===== config.mk =====
export PLATFORM = sky130hd
export DESIGN_NAME = rsa_modexp
export DESIGN_NICKNAME = d
export VERILOG_FILES = /design/src/rtl/rsa_pkg.sv /design/src/rtl/rsa_mont_mul.sv /design/src/rtl/rsa_modexp.sv
export SDC_FILE = /design/constraint.sdc
export NUM_CORES = 1
export LEC_CHECK = 0
export CAP_MARGIN = 15
export CORE_UTILIZATION = 43
export DETAILED_ROUTE_END_ITERATION = 12
export PLACE_DENSITY_LB_ADDON = 0.08
export SLEW_MARGIN = 20
export SYNTH_ARGS = -nofsm -noshare
export SYNTH_HDL_FRONTEND = slang
export SYNTH_SLANG_ARGS = --single-unit
export TNS_END_PERCENT = 10

===== constraint.sdc =====
create_clock -name clk -period 9.8 [get_ports clk]
set_input_delay 1.96 -clock clk [delete_from_list [all_inputs] [get_ports clk]]
set_output_delay 1.96 -clock clk [all_outputs]
set_load 0.005 [all_outputs]

===== src/rtl/rsa_pkg.sv =====
// rsa_pkg: state encoding and parameter helpers shared by the RSA modexp engine
package rsa_pkg;
    typedef enum logic [2:0] {IDLE, TOMONT, SQR, MUL, FROMMONT, OUT} state_t;
    function automatic int digits_of(input int n_bit, input int logr);
        return n_bit / logr;
    endfunction
    // multiplier latency: one cycle per digit plus the final conditional subtract
    function automatic int latency_of(input int n_bit, input int logr);
        return digits_of(n_bit, logr) + 1;
    endfunction
    function automatic bit params_ok(input longint n, input int n_bit, input int logr);
        return n[0] && (n < (longint'(1) << n_bit)) && (n_bit % logr == 0);
    endfunction
endpackage


===== src/rtl/rsa_mont_mul.sv =====
// rsa_mont_mul: radix-2^LOGR Montgomery multiplier, result = a*b*R^-1 mod N
module rsa_mont_mul
    import rsa_pkg::*;
#(
    parameter int N_BIT = 12,
    parameter int LOGR = 3,
    parameter logic [N_BIT-1:0] N = 12'd3551,
    parameter logic [LOGR-1:0] P = 3'd1
) (
    input  logic             clk,
    input  logic             rst_n,
    input  logic             start,
    input  logic [N_BIT-1:0] a,
    input  logic [N_BIT-1:0] b,
    output logic             done,
    output logic [N_BIT-1:0] result
);
    localparam int W = N_BIT + LOGR + 2;
    localparam int L = latency_of(N_BIT, LOGR);
    localparam int CW = $clog2(L + 1);
    logic [W-1:0] t, t_cur, u, t_nxt;
    logic [N_BIT-1:0] a_sh, b_r, a_cur, b_cur;
    logic [LOGR-1:0] q;
    logic [CW-1:0] cnt;
    logic run;
    // the issue cycle already consumes digit 0 straight from the ports
    assign a_cur = start ? a : a_sh;
    assign b_cur = start ? b : b_r;
    assign t_cur = start ? '0 : t;
    assign u = t_cur + W'(a_cur[LOGR-1:0]) * W'(b_cur);
    assign q = u[LOGR-1:0] * P;
    assign t_nxt = (u + W'(q) * W'(N)) >> LOGR;
    always_ff @(posedge clk) begin
        if (!rst_n) begin
            t <= '0;
            a_sh <= '0;
            b_r <= '0;
            cnt <= '0;
            run <= 1'b0;
            done <= 1'b0;
            result <= '0;
        end else begin
            done <= 1'b0;
            if (start) begin
                t <= t_nxt;
                a_sh <= a >> LOGR;
                b_r <= b;
                cnt <= CW'(1);
                run <= 1'b1;
            end else if (run && cnt == CW'(L - 1)) begin
                result <= N_BIT'(t >= W'(N) ? t - W'(N) : t);
                done <= 1'b1;
                run <= 1'b0;
            end else if (run) begin
                t <= t_nxt;
                a_sh <= a_sh >> LOGR;
                cnt <= cnt + CW'(1);
            end
        end
    end
endmodule


===== src/rtl/rsa_modexp.sv =====
// rsa_modexp: RSA modular exponentiation engine, encrypt/decrypt per transaction,
// left-to-right square-and-multiply over one shared Montgomery multiplier
module rsa_modexp
    import rsa_pkg::*;
#(
    parameter int N_BIT = 12,
    parameter int LOGR = 3,
    parameter logic [N_BIT-1:0] N = 12'd3551,
    parameter logic [LOGR-1:0] P = 3'd1,
    parameter logic [N_BIT-1:0] RMODN = 12'd545,
    parameter logic [N_BIT-1:0] R2MODN = 12'd2292,
    parameter int E_BIT = 12,
    parameter logic [E_BIT-1:0] E = 12'd5,
    parameter logic [E_BIT-1:0] D = 12'd1373,
    parameter bit CONST_TIME = 1'b0
) (
    input  logic             clk,
    input  logic             rst_n,
    input  logic             in_valid,
    output logic             in_ready,
    input  logic [N_BIT-1:0] in_data,
    input  logic             mode,
    output logic             out_valid,
    input  logic             out_ready,
    output logic [N_BIT-1:0] out_data,
    output logic             out_err,
    output logic             busy
);
    localparam int IW = E_BIT > 1 ? $clog2(E_BIT) : 1;
    if (!params_ok(N, N_BIT, LOGR)) begin : g_bad_params
        $error("rsa_modexp: N must be odd and below 2^N_BIT, and N_BIT a multiple of LOGR");
    end
    state_t state, state_n;
    logic [N_BIT-1:0] x, xm, acc, mm_a, mm_b, mm_res;
    logic [E_BIT-1:0] exp_r;
    logic [IW-1:0] idx;
    logic issued, start, done, last, bit_set;
    assign in_ready = state == IDLE;
    assign out_valid = state == OUT;
    assign busy = state inside {TOMONT, SQR, MUL, FROMMONT};
    assign bit_set = exp_r[idx];
    assign last = idx == '0;
    // every busy state issues exactly one multiply on its first cycle
    assign start = busy && !issued;
    always_comb begin
        state_n = state;
        mm_a = acc;
        mm_b = acc;
        case (state)
            IDLE: state_n = in_valid ? (in_data >= N ? OUT : TOMONT) : IDLE;
            TOMONT: begin
                mm_a = x;
                mm_b = R2MODN;
                state_n = done ? SQR : TOMONT;
            end
            SQR: state_n = !done ? SQR : (bit_set || CONST_TIME) ? MUL : last ? FROMMONT : SQR;
            MUL: begin
                mm_b = xm;
                state_n = !done ? MUL : last ? FROMMONT : SQR;
            end
            FROMMONT: begin
                mm_b = N_BIT'(1);
                state_n = done ? OUT : FROMMONT;
            end
            OUT: state_n = out_ready ? IDLE : OUT;
            default: state_n = IDLE;
        endcase
    end
    always_ff @(posedge clk) begin
        if (!rst_n) begin
            state <= IDLE;
            issued <= 1'b0;
        end else begin
            state <= state_n;
            issued <= start || (issued && !done);
        end
    end
    always_ff @(posedge clk) begin
        if (!rst_n) begin
            x <= '0;
            xm <= '0;
            acc <= '0;
            exp_r <= '0;
            idx <= '0;
            out_data <= '0;
            out_err <= 1'b0;
        end else begin
            if (in_valid && in_ready) begin
                x <= in_data;
                exp_r <= mode ? D : E;
                acc <= RMODN;
                idx <= IW'(E_BIT - 1);
                out_data <= '0;
                out_err <= in_data >= N;
            end
            if (done && state == TOMONT) xm <= mm_res;
            // a multiply on a zero bit (constant-time schedule) is computed but discarded
            if (done && (state == SQR || (state == MUL && bit_set))) acc <= mm_res;
            if (done && ((state == SQR && !(bit_set || CONST_TIME)) || state == MUL)) idx <= idx - IW'(1);
            if (done && state == FROMMONT) out_data <= mm_res;
        end
    end
    rsa_mont_mul #(.N_BIT(N_BIT), .LOGR(LOGR), .N(N), .P(P)) u_mm (
        .clk(clk),
        .rst_n(rst_n),
        .start(start),
        .a(mm_a),
        .b(mm_b),
        .done(done),
        .result(mm_res)
    );
endmodule


==> results.toml <==
[power]
p_int_mw = 0.941
comb_power_share = 0.435
ir_drop_v = 0.000116
p_switching_mw = 0.640
powerDensity_nw_per_um2 = 197
p_sw_frac = 0.405
p_seq_frac = 0.337
total_power_mw = 1.58
power_frac_clock = 0.228
p_leak_nw = 3.30

[job]
drv_cap = 0

[finish]
synthToLayoutAreaGrowth_pct = 9.86
n_fill_cell = 1615
diodes = 0
drive_above_1_share = 0.0416
nets = 981

[worst_setup_path]
crit_path_max_incr_delay_ps = 740
cp.arrival_ps = 8050
endpoint_kind = "flip-flop"
crit_path_start_kind = "flip-flop"
crit_type = "flip-flop to flip-flop"
reg2reg_slack_ps = 2000
slowest_stage = "fa_1"
crit_chain = "nor2_4 > xnor2_2 > nand2b_1 > buf_4 > nor2_1 > a21oi_1 > or2_2 > fa_1 > inv_1 > fa_1 > fa_1 > inv_1 > fa_1 > inv_1 > fa_1 > inv_1 > ha_1 > nor2b_1 > o31a_1 > o21ai_0 > a21boi_0 > o21ai_0 > a21oi_1 > a311o_1"
crit_top_cell = "fa_1"
path_max_fanout = 28
rr_worst_depth = 24
worstPathRequired_ps = 10050

[yosys]
synth_ff_type = "dfxtp_1"
ys_ff_latch = 111
ys_top_cells_by_count = "nand2_1 (123), dfxtp_1 (111), nor2_1 (75)"
synth_cells = 884
postSynthAreaPerCell_sq_um = 8.28
synth_edf_count = 0
yosysUniqueCellTypes = 64
yosysSeqAreaShare = 0.304
postSynth.asyncResetShare = 0
syn_area_sq_um = 7320
yosys.area.top_type_share = 0.304
yosysWarnings = 0
synth_area_leaders = "dfxtp_1 (30%), fa_1 (9.6%), ha_1 (7.5%)"
synth_top_area_cell = "dfxtp_1"
synth_most_common_cell = "nand2_1"
synth_nets = 980

[placed_design]
gp_congestion = 0.936
placement.io_buffers = 32
dp_hpwl_um = 15000

[die]
coreArea_sq_um = 16600
die_w_um = 132
rows = 47
start_util = 0.441
chipHeight_um = 132
die_area_sq_um = 17500
ios = 33

[drt]
drc = 0
vias = 6111
routed_wl_um = 19200
dr.first_iter.drc_count = 392
viasPerCell = 5.51
final_antenna_net_count = 0
drt_pass1_iterations = 5
wl_per_cell_um = 17.3

[clock_tree]
cts.path.max_buffers = 2
insertion_delay_ps = 350
postCtsResizedCells = 0
root_buffer = "clkbuf_16"
clkSinkCount = 111
cts-htree-levels = 3
cts_buffers = 9
post_cts_buffers = 0
cts_tree = "built"
hold_buffers = 0
clk_pin_slew_ps = 80

[sta]
layout_worst_path_cycle_share = 0.796
min_period_ps = 7800
final.setup.tns_ps = 0
hold_slack_ps = 472
fin_worst_skew_ps = 10.5
setup_viol = 0
slew_headroom = 0.320
max_freq_ghz = 0.128
worst_pin_slew_ps = 1020
slew_violations = 0
hold_viol = 0
rsz0062_at_grt = "no"

[worst_hold_path]
hold_depth = 2
min_path_type = "flip-flop to flip-flop"

[global_route]
grt_usage = 0.225
grt_start_max_net_pins = 60
grt_remaining_overflow = 0
grt_pass1_wl_um = 31000
grt_pass1_vias = 5879
antenna_found_initial = 0

[status]
outcome = "completed"
metal layers:
metal / wire length (um) / vias to the layer above / global-route usage
met1: 9790 / 2975 / 0.335
met3: 847 / 13 / 0.0326
met5: 0 / - / 0.0111
li1: - / 3003 / -
met4: 168 / 0 / 0.0447
met2: 8390 / 120 / 0.342
worst max-delay path, delay by kind of cell, from the launching register on:
kind                       cells  cell delay, ps
and+or+nand+nor                5            1130
xor gates and xnor gates       1             170
DFF                            1             610
adders and majority gates      6            3040
buffers and inverters          5             750
AOI/OAI and AO/OA              7            1980
placed cells by master, fill, tap and decap left out, types with 10 or more instances in the layout:
cell type	instances
nand2_1	123
dfxtp_1	111
nor2_1	75
inv_1	67
a21oi_1	56
ha_1	44
a21boi_0	43
fa_1	35
o21ai_0	34
nor2b_1	33
clkdlybuf4s50_1	31
mux2i_1	19
nand3_1	19
xor2_1	16
xnor2_1	14
and2_1	13
a22oi_1	13
nor3_1	10
stage by stage:
stage,instances,cell area [sq um],worst slack (ps),utilization
floorplan,884,7320,3520,-
global placement,1094,7740,2310,0.467
detailed placement,1094,7740,2090,0.467
CTS,1110,8040,2040,0.485
global route,1110,8040,1410,0.485
finish,1110,8040,2000,0.485
registers in the layout, indices dropped and copies added, names as in the netlist, 2 cells and up:
signal	cells
xm	12
out_data	12
exp_r	2
x	12
u_mm.cnt	3
u_mm.b_r	12
acc	12
u_mm.t	14
u_mm.result	12
idx	4
state	3
u_mm.a_sh	9
logic make-up (layout without fill, tap and decap cells):
| logic type | count (synthesis) | count (layout) | synth area share |
|---|---|---|---|
| and+or+nand+nor | 318 | 318 | 0.203 |
| AOI/OAI and AO/OA | 212 | 212 | 0.196 |
| buffers and inverters | 114 | 120 | 0.0624 |
| DFF | 111 | 111 | 0.304 |
| adders and majority gates | 79 | 79 | 0.171 |
| xor gates and xnor gates | 31 | 31 | 0.0381 |
| muxes | 19 | 19 | 0.0260 |
power groups by stage:
stage,logic [mW],clock network (mW),registers [mW]
final,0.689,0.360,0.533
after floorplan,0.519,0,0.519
after detailed placement,0.676,0,0.541
after global placement,0.674,0,0.542
after global routing,0.773,0.389,0.537
after CTS,0.687,0.370,0.531
worst paths after layout:
kind                  startpoint                      to
max          state[0]$_SDFF_PN0_  u_mm.t[6]$_SDFFE_PN0P_
max reg2reg  state[0]$_SDFF_PN0_  u_mm.t[6]$_SDFFE_PN0P_
min reg2reg    x[9]$_SDFFE_PN0P_       x[9]$_SDFFE_PN0P_
min            x[9]$_SDFFE_PN0P_       x[9]$_SDFFE_PN0P_
area by class of cell:
type	instances	area (sq um)	share of cell area
clock buffer	11	243	0.0302
sequential	111	2220	0.276
clock inverter	5	51.3	0.00638
inverter	68	255	0.0317
timing repair buffer	36	345	0.0429
multi-input combinational	659	4650	0.578
tap	220	275	0.0342
No activity file was read; power rests on OpenSTA's default activity.
